<file path="src/rtl/mem_access_unit_if.sv">
// Request/response and data-memory bundles for mem_access_unit.
// Both interfaces live in this file; the unit takes req as slave and mem as master.
interface mau_req_if #(
  parameter int ADDR_W = 32,
  parameter int DATA_W = 32
);
  logic              req_valid;
  logic              req_ready;
  logic              req_write;
  logic [1:0]        req_size;
  logic              req_unsigned;
  logic [ADDR_W-1:0] req_addr;
  logic [DATA_W-1:0] req_wdata;
  logic              resp_valid;
  logic [DATA_W-1:0] resp_rdata;
  logic              resp_err;

  modport master (
    output req_valid, req_write, req_size, req_unsigned, req_addr, req_wdata,
    input  req_ready, resp_valid, resp_rdata, resp_err
  );
  modport slave (
    input  req_valid, req_write, req_size, req_unsigned, req_addr, req_wdata,
    output req_ready, resp_valid, resp_rdata, resp_err
  );
endinterface

interface mau_mem_if #(
  parameter int ADDR_W = 32,
  parameter int DATA_W = 32
);
  logic [ADDR_W-1:0] mem_address;
  logic [DATA_W-1:0] mem_writeData;
  logic [DATA_W-1:0] mem_readData;
  logic              mem_memWrite;
  logic              mem_memRead;

  modport master (
    output mem_address, mem_writeData, mem_memWrite, mem_memRead,
    input  mem_readData
  );
  modport slave (
    input  mem_address, mem_writeData, mem_memWrite, mem_memRead,
    output mem_readData
  );
endinterface

</file>
<file path="src/rtl/mem_access_unit.sv">
// Load/store engine for a big-endian, word-write-only data memory; sub-word stores are read-modify-write.
// Optional macro MAU_ALIGN_CHECK_EN rejects misaligned half/word requests with resp_err.
module mem_access_unit #(
  parameter int ADDR_W = 32,
  parameter int DATA_W = 32
) (
  input  logic       clk,
  input  logic       rst,
  mau_req_if.slave   req,
  mau_mem_if.master  mem,
  output logic [2:0] o_dbg_state
);

  // Handshake: a request is taken on a rising edge with req_valid && req_ready;
  // req_ready is high only in IDLE; resp_valid is a one-cycle pulse with no backpressure.
  typedef enum logic [2:0] {
    S_IDLE  = 3'd0,
    S_LOAD  = 3'd1,
    S_ST_RD = 3'd2,
    S_ST_WR = 3'd3,
    S_RESP  = 3'd4
  } state_t;

  state_t            r_state;
  state_t            w_next;
  logic [1:0]        r_size;
  logic              r_unsigned;
  logic [ADDR_W-1:0] r_addr;
  logic [DATA_W-1:0] r_wdata;
  logic [DATA_W-1:0] r_old;
  logic [DATA_W-1:0] r_rdata;
  logic              r_err;
  logic              w_req_err;
  logic [DATA_W-1:0] w_load_ext;
  logic [DATA_W-1:0] w_merge;

`ifdef MAU_ALIGN_CHECK_EN
  assign w_req_err = (req.req_size == 2'b11) ||
                     ((req.req_size == 2'b01) && req.req_addr[0]) ||
                     ((req.req_size == 2'b10) && (req.req_addr[1:0] != 2'b00));
`else
  assign w_req_err = (req.req_size == 2'b11);
`endif

  always_ff @(posedge clk) begin
    if (rst) r_state <= S_IDLE;
    else     r_state <= w_next;
  end

  always_comb begin
    w_next = r_state;
    case (r_state)
      S_IDLE: begin
        if (req.req_valid) begin
          if (w_req_err)                  w_next = S_RESP;
          else if (!req.req_write)        w_next = S_LOAD;
          else if (req.req_size == 2'b10) w_next = S_ST_WR;
          else                            w_next = S_ST_RD;
        end
      end
      S_LOAD:  w_next = S_RESP;
      S_ST_RD: w_next = S_ST_WR;
      S_ST_WR: w_next = S_RESP;
      S_RESP:  w_next = S_IDLE;
      default: w_next = S_IDLE;
    endcase
  end

  // Byte lane is [31:24], halfword lane is [31:16]; the sign bit is always bit 31.
  always_comb begin
    w_load_ext = mem.mem_readData;
    case (r_size)
      2'b00: w_load_ext = r_unsigned ? {24'd0, mem.mem_readData[31:24]}
                                     : {{24{mem.mem_readData[31]}}, mem.mem_readData[31:24]};
      2'b01: w_load_ext = r_unsigned ? {16'd0, mem.mem_readData[31:16]}
                                     : {{16{mem.mem_readData[31]}}, mem.mem_readData[31:16]};
      default: ;
    endcase
  end

  always_comb begin
    w_merge = r_wdata;
    case (r_size)
      2'b00:   w_merge = {r_wdata[7:0], r_old[23:0]};
      2'b01:   w_merge = {r_wdata[15:0], r_old[15:0]};
      default: ;
    endcase
  end

  always_ff @(posedge clk) begin
    if (rst) begin
      r_size     <= 2'b00;
      r_unsigned <= 1'b0;
      r_addr     <= '0;
      r_wdata    <= '0;
      r_old      <= '0;
      r_rdata    <= '0;
      r_err      <= 1'b0;
    end else begin
      case (r_state)
        S_IDLE: begin
          if (req.req_valid) begin
            r_size     <= req.req_size;
            r_unsigned <= req.req_unsigned;
            r_addr     <= req.req_addr;
            r_wdata    <= req.req_wdata;
            r_err      <= w_req_err;
            r_rdata    <= '0;
          end
        end
        S_LOAD:  r_rdata <= w_load_ext;
        S_ST_RD: r_old   <= mem.mem_readData;
        default: ;
      endcase
    end
  end

  // The write strobe is gated by rst so a reset landing on ST_WR commits nothing.
  always_comb begin
    req.req_ready     = (r_state == S_IDLE);
    req.resp_valid    = (r_state == S_RESP);
    req.resp_rdata    = (r_state == S_RESP) ? r_rdata : '0;
    req.resp_err      = (r_state == S_RESP) ? r_err : 1'b0;
    mem.mem_address   = (r_state == S_IDLE) ? '0 : r_addr;
    mem.mem_memRead   = (r_state == S_LOAD) || (r_state == S_ST_RD);
    mem.mem_memWrite  = (r_state == S_ST_WR) && !rst;
    mem.mem_writeData = (r_state == S_ST_WR) ? w_merge : '0;
  end

  assign o_dbg_state = r_state;

endmodule

</file>
<file path="src/flat_wrapper.sv">
// flat-port wrapper written by rule: the top's interface ports become plain ports
module mem_access_unit_flat 
#(
  parameter int ADDR_W = 32,
  parameter int DATA_W = 32
)
  (clk, rst, o_dbg_state, req_req_valid, req_req_write, req_req_size, req_req_unsigned, req_req_addr, req_req_wdata, req_req_ready, req_resp_valid, req_resp_rdata, req_resp_err, mem_mem_address, mem_mem_writeData, mem_mem_memWrite, mem_mem_memRead, mem_mem_readData);
  mau_req_if #(.ADDR_W(ADDR_W), .DATA_W(DATA_W)) req_i ();
  mau_mem_if #(.ADDR_W(ADDR_W), .DATA_W(DATA_W)) mem_i ();
  input  logic clk;
  input  logic rst;
  output logic [2:0] o_dbg_state;
  input wire logic [$bits(req_i.req_valid)-1:0] req_req_valid;
  input wire logic [$bits(req_i.req_write)-1:0] req_req_write;
  input wire logic [$bits(req_i.req_size)-1:0] req_req_size;
  input wire logic [$bits(req_i.req_unsigned)-1:0] req_req_unsigned;
  input wire logic [$bits(req_i.req_addr)-1:0] req_req_addr;
  input wire logic [$bits(req_i.req_wdata)-1:0] req_req_wdata;
  output wire logic [$bits(req_i.req_ready)-1:0] req_req_ready;
  output wire logic [$bits(req_i.resp_valid)-1:0] req_resp_valid;
  output wire logic [$bits(req_i.resp_rdata)-1:0] req_resp_rdata;
  output wire logic [$bits(req_i.resp_err)-1:0] req_resp_err;
  output wire logic [$bits(mem_i.mem_address)-1:0] mem_mem_address;
  output wire logic [$bits(mem_i.mem_writeData)-1:0] mem_mem_writeData;
  output wire logic [$bits(mem_i.mem_memWrite)-1:0] mem_mem_memWrite;
  output wire logic [$bits(mem_i.mem_memRead)-1:0] mem_mem_memRead;
  input wire logic [$bits(mem_i.mem_readData)-1:0] mem_mem_readData;
  assign req_i.req_valid = req_req_valid;
  assign req_i.req_write = req_req_write;
  assign req_i.req_size = req_req_size;
  assign req_i.req_unsigned = req_req_unsigned;
  assign req_i.req_addr = req_req_addr;
  assign req_i.req_wdata = req_req_wdata;
  assign req_req_ready = req_i.req_ready;
  assign req_resp_valid = req_i.resp_valid;
  assign req_resp_rdata = req_i.resp_rdata;
  assign req_resp_err = req_i.resp_err;
  assign mem_mem_address = mem_i.mem_address;
  assign mem_mem_writeData = mem_i.mem_writeData;
  assign mem_mem_memWrite = mem_i.mem_memWrite;
  assign mem_mem_memRead = mem_i.mem_memRead;
  assign mem_i.mem_readData = mem_mem_readData;
  mem_access_unit #(.ADDR_W(ADDR_W), .DATA_W(DATA_W)) u_core (.clk(clk), .rst(rst), .req(req_i), .mem(mem_i), .o_dbg_state(o_dbg_state));
endmodule
</file>
<file path="config.mk">
export PLATFORM = sky130hd
export DESIGN_NAME = mem_access_unit_flat
export DESIGN_NICKNAME = d
export VERILOG_FILES = /design/src/rtl/mem_access_unit_if.sv /design/src/rtl/mem_access_unit.sv /design/src/flat_wrapper.sv
export SDC_FILE = /design/constraint.sdc
export NUM_CORES = 1
export LEC_CHECK = 0
export CORE_MARGIN = 2
export CORE_UTILIZATION = 50
export CTS_BUF_LIST = sky130_fd_sc_hd__clkbuf_8
export DETAILED_ROUTE_END_ITERATION = 8
export PLACE_DENSITY_LB_ADDON = 0.2
export SLEW_MARGIN = 20
export SYNTH_ARGS = -nofsm -noshare
export SYNTH_HDL_FRONTEND = slang
export SYNTH_SLANG_ARGS = --single-unit
</file>
<file path="constraint.sdc">
create_clock -name clk -period 4.6 [get_ports clk]
set_input_delay 0.92 -clock clk [delete_from_list [all_inputs] [get_ports clk]]
set_output_delay 0.92 -clock clk [all_outputs]
set_load 0.03 [all_outputs]
</file>
==> impl_metrics.ini, run 1 <==
[sta]
fin_worst_skew_ns = 0.0106
setup_tns_ns = 0
hold_violations = 0
holdWs_ns = 0.453
period_share_pct = 79.2
period_minus_slack_ns = 3.64
rsz0062_at_grt = no
worst_pin_slew_ns = 1.00
setup_viol = 0
slew_headroom_pct = 32.7
finalMaxSlewViolations = 0
fin_ws_ns = 0.958
fmax_mhz = 275

[synth]
synth.most_common_cell = nand2_1
synth.distinct_cells = 35
avgSynthCellArea_sq_um = 8.23
synth_top_cell_by_area = dfxtp_1
netlist_instances = 710
synth_top_area_share_pct = 43.5
yosysSeqAreaShare_pct = 43.5
synth_warnings = 0
ys_ff_latch = 127
synthArstFlopShare_pct = 0
synth_flop_cell = dfxtp_1
synth_nets = 813
synthesis.area_sq_um = 5840
ys_top_cells_by_count = nand2_1 (144), dfxtp_1 (127), nor2_1 (73)
synth_edf_count = 0
synthTopCellsByArea = dfxtp_1 (44%), mux2i_1 (9.6%), nand2_1 (9.3%), a21oi_1 (5.9%), nor2_1 (4.7%)

[routing]
drc = 0
wl_per_cell_um = 16.1
num_vias = 5602
drtIter0Drc = 344
vias_per_cell = 5.39
dr.pass1.iters = 6
drt_wl_total_um = 16700
ant_nets = 0

[clock_network]
cts_setup_buffers = 0
numCtsBuffers = 17
clk_pin_slew_ns = 0.07
clockBufferDepth = 2
cts-root-buf = clkbuf_8
cts_resized = 0
holdBufCountCts = 0
insertion_delay_ns = 0.42
tritoncts = done
cts.sinks = 127
htree_levels = 4

[setup_path]
cp.arrival_ns = 2.72
crit_fanout = 33
cp-end-kind = output pin
regToRegSetupSlack_ns = 2.26
cp.required_ns = 3.68
worstReg2RegEnd = u_core.r_rdata[22]
worst-setup-path-type = reg2out
critPathLaunchType = register
r2r_start = u_core.o_dbg_state[0]
r2r_cells = 3

[floorplanning]
start_util_pct = 51.2
num_io_pins = 207
row_count = 39
dieArea_sq_um = 12600
die-height_um = 112
die_x_um = 112
core_sq_um = 11400

[pwr]
cellPowerDensity_nw_per_um2 = 335
leakage_uw = 0.00295
power_frac_seq_pct = 44.1
power.switching_uw = 755
cellInternalPower_uw = 2030
p_sw_share_pct = 27.1
power.combinational.fraction_pct = 16.9
ir_worst_vdd_uv = 193
p_clk_share_pct = 39.1

[final_layout]
n_antenna_cell = 0
drive_gt1_share_pct = 5.91
design_area_sq_um = 8320
finish.net_count = 988
fin_util_pct = 72.9
areaGrowthSynthToFinish_pct = 42.4
fillers = 900

[placement]
dp.final_hpwl_um = 11800
placed_area_sq_um = 7870
port_buffers = 206
gp_congestion = 0.833
place_ws_ns = 1.43

[global_route]
grt_usage_pct = 25.8
grt_overflow_total = 0
antenna_found_initial = 0
grt_pass1_vias = 5485
grt_pass1_wl_um = 26500
grt_max_degree = 98

[hold_path]
hp-class = reg2reg
whs_endpoint = u_core.r_addr[0]
whs_path_depth = 2
min_from = u_core.r_addr[0]

[run_status]
status = completed

[run]
drv_cap = 0
## flip-flops by register name, summed over array words and instances (netlist names)
name	cells
u_core.r_addr	32
u_core.r_rdata	32
u_core.r_wdata	32
u_core.r_err	1
u_core.r_old	24
u_core.r_unsigned	1
u_core.o_dbg_state	3
u_core.r_size	2
## cell usage in the layout, fill, tap and decap left out, types with 2 or more instances in the layout
cell type / synthesis / final
dfxtp_1: 127 / 126
nand2b_1: 3 / 3
or2_2: 2 / 2
a211oi_1: 24 / 24
and2b_1: 8 / 8
a31oi_1: 2 / 2
nor4b_4: 2 / 2
nand2_1: 144 / 144
and2_1: 33 / 33
bufinv_16: 0 / 5
nor3b_2: 1 / 2
o2bb2ai_1: 30 / 30
clkdlybuf4s50_1: 0 / 205
inv_1: 1 / 3
nor2b_1: 34 / 34
buf_4: 4 / 12
and3_1: 7 / 7
clkbuf_8: 0 / 17
a21oi_1: 69 / 69
nand3_1: 2 / 2
o21ai_0: 16 / 16
clkinv_4: 0 / 5
mux2i_1: 56 / 56
nor4_1: 2 / 2
nor2_1: 73 / 73
## critical path, stage by stage, from the launching register on
cell and delay (ns):
dfxtp_1 0.34, clkinv_1 0.67, a211oi_1 0.55, clkdlybuf4s50_1 0.74
## power groups by stage
| stage | clock, uW | sequential (uW) | combinational, uW |
|---|---|---|---|
| 2_1_floorplan | 0 | 1220 | 303 |
| 3_3_place_gp | 0 | 1250 | 457 |
| 3_5_place_dp | 0 | 1250 | 466 |
| 4_1_cts | 1100 | 1230 | 470 |
| 5_1_grt | 1150 | 1240 | 512 |
| 6_report | 1090 | 1230 | 469 |
## area by class of cell
class,instances,area (sq um),area share (%)
clock inverters,14,218,2.62
well taps,143,179,2.15
repair buffers,217,2140,25.7
flip-flops and latches,127,2540,30.6
multi-input cells,520,3000,36.0
inverters,2,7.51,0.0902
clock buffers,17,234,2.81
## stage by stage
stage          total power [uW]  cells
2_1_floorplan              1530    710
3_3_place_gp               1700   1009
3_5_place_dp               1720   1009
4_1_cts                    2800   1040
5_1_grt                    2900   1040
6_report                   2780   1040
## worst max path at each step
stage | endpoint | slack (ns) | start
after floorplan | mem_mem_writeData[28] | 1.75 | u_core.o_dbg_state[1]
final | mem_mem_writeData[17] | 0.96 | u_core.r_size[1]
after CTS | mem_mem_writeData[17] | 0.98 | u_core.r_size[1]
after detailed placement | u_core.r_addr[7] | 1.43 | req_req_valid
after global placement | mem_mem_writeData[17] | 1.47 | u_core.r_size[1]
after global routing | mem_mem_writeData[27] | 0.79 | u_core.r_size[1]
## cell families after synthesis
logic type,after synthesis,synth area share (%)
AND/OR/NAND/NOR,318,25.7
AO/OA/AOI/OAI,146,15.8
flip-flops,127,43.5
buffers and inverters,63,5.40
multiplexers,56,9.59
## per-layer routing
layer | up-vias | GRT usage (%) | wire [um]
met5 | - | 0 | 0
met4 | 0 | 8.70 | 219
met3 | 22 | 7.83 | 1320
met2 | 231 | 43.4 | 8230
met1 | 2613 | 31.7 | 6980
li1 | 2736 | - | -
Note: power is estimated with default switching activity, not from simulation.
==> inputs of run 2 (changes only) <==
--- a/config.mk
+++ b/config.mk
@@ -6,7 +6,7 @@
 export NUM_CORES = 1
 export LEC_CHECK = 0
 export CORE_MARGIN = 2
-export CORE_UTILIZATION = 50
+export CORE_UTILIZATION = 42
 export CTS_BUF_LIST = sky130_fd_sc_hd__clkbuf_8
 export DETAILED_ROUTE_END_ITERATION = 8
 export PLACE_DENSITY_LB_ADDON = 0.2
==> constraint.sdc (replaced) <==
create_clock -name clk -period 3.3 [get_ports clk]
set_input_delay 0.66 -clock clk [delete_from_list [all_inputs] [get_ports clk]]
set_output_delay 0.66 -clock clk [all_outputs]
set_load 0.03 [all_outputs]
==> impl_metrics.ini, run 2 (synthesized netlist as in run 1, its figures left out) <==
[placement]
dp.final_hpwl_um = 12700
gp_congestion = 0.892
place_ws_ns = 0.503
port_buffers = 206

[clock_network]
clk_pin_slew_ns = 0.07
cts-root-buf = clkbuf_8
cts_setup_buffers = 0
cts_resized = 0
tritoncts = done
holdBufCountCts = 0
htree_levels = 4
cts.sinks = 127
numCtsBuffers = 17
clockBufferDepth = 2
insertion_delay_ns = 0.45

[final_layout]
final_cell_mix = clkdlybuf4s50_1 (152), nand2_1 (144), dfxtp_1 (126)
largestRegisters = u_core.r_addr x32, u_core.r_rdata x32, u_core.r_wdata x32
drive_gt1_share_pct = 12.5
finish.net_count = 995
areaGrowthSynthToFinish_pct = 41.9
layout.cells.most_common = clkdlybuf4s50_1
n_antenna_cell = 0

[setup_path]
crit_fanout = 32
worst-setup-path-type = reg2out
regToRegSetupSlack_ns = 1.36
cp.required_ns = 2.64
critical_path.slowest_cell = dfxtp_1
cp.arrival_ns = 2.40
cp_common_cell = buf_4
critPathLaunchType = register
cpPeakStageDelay_ns = 0.89
crit_chain = clkinv_1 > buf_4 > a211oi_1 > buf_4
cp-end-kind = output pin

[floorplanning]
die_x_um = 122
row_count = 43
core_sq_um = 13700
dieArea_sq_um = 14900
num_io_pins = 207
start_util_pct = 42.6
die-height_um = 122

[global_route]
grt_overflow_total = 0
grt_usage_pct = 23.8
grt_max_degree = 98
grt_pass1_wl_um = 27400
antenna_found_initial = 0
grt_pass1_vias = 5321

[sta]
setup_tns_ns = 0
setup_viol = 0
slew_headroom_pct = 32.5
worst_pin_slew_ns = 1.01
fmax_mhz = 327
fin_ws_ns = 0.244
period_share_pct = 92.6
hold_violations = 0
period_minus_slack_ns = 3.06
rsz0062_at_grt = no
fin_worst_skew_ns = 0.0142
finalMaxSlewViolations = 0

[pwr]
ir_worst_vdd_uv = 270
cellPowerDensity_nw_per_um2 = 454
leakage_uw = 0.00308

[routing]
wl_per_cell_um = 16.3
drt_wl_total_um = 17700
num_vias = 5531
wl_met1_um = 7940
top_layer_used = met4
vias_per_cell = 5.10
routed-wl-met3_um = 1330
drtIter0Drc = 386
dr.pass1.iters = 4
met2_length_um = 8050
ant_nets = 0
drc = 0

[hold_path]
hp-class = reg2reg

[run_status]
status = completed

[run]
drv_cap = 0
## run 2: cell types whose count changed in the layout (fill, tap and decap cells not counted), sizes merged
cell	change
bufinv	-2
clkinv	-1
buf	+60
clkinvlp	+2
clkdlybuf4s50	-53
inv	+2
## run 2: final timing paths
check	start	endpoint	depth (start not counted)
hold reg to reg	u_core.r_addr[16]	u_core.r_addr[16]	2
setup / recovery	u_core.r_size[1]	mem_mem_writeData[23]	4
hold / removal	u_core.r_addr[16]	u_core.r_addr[16]	2
setup reg to reg	u_core.o_dbg_state[0]	u_core.r_rdata[30]	4
## run 2: power by group
group	total [uW]	internal, uW	switching, uW
Clock	1380	744	641
Combinational	665	308	357
Sequential	1710	1630	83.9
Total	3760	2680	1080
## run 2: layer usage
metal	vias up	track usage, %
li1	2755	-
met1	2533	30.8
met2	211	37.5
met3	32	7.07
met4	0	9.20
met5	-	0
## run 2: final cells by class
type | count | area, sq um
fillers | 1235 | 5430
repair buffers | 224 | 2110
flip-flops and latches | 127 | 2540
clock inverters | 15 | 173
clock buffers | 17 | 234
multi-input cells | 520 | 3000
well taps | 180 | 225
inverters | 2 | 7.51
## run 2: metrics by stage
step                area, sq um  hold WS [ns]  std cells  util [%]  total power [uW]
floorplan                  5840         0.424        710         -              2130
global placement           7880         0.437       1052      57.4              2390
detailed placement         7880         0.440       1052      57.4              2410
CTS                        8280         0.454       1084      60.4              3800
global route               8290         0.468       1085      60.4              3930
finish                     8290         0.450       1085      60.4              3760
## run 2: critical path: cells and delay by family (launching register included)
family                 cells  cell delay [ns]
AOI/OAI and AO/OA          1             0.30
DFF                        1             0.89
buffers and inverters      3             0.76
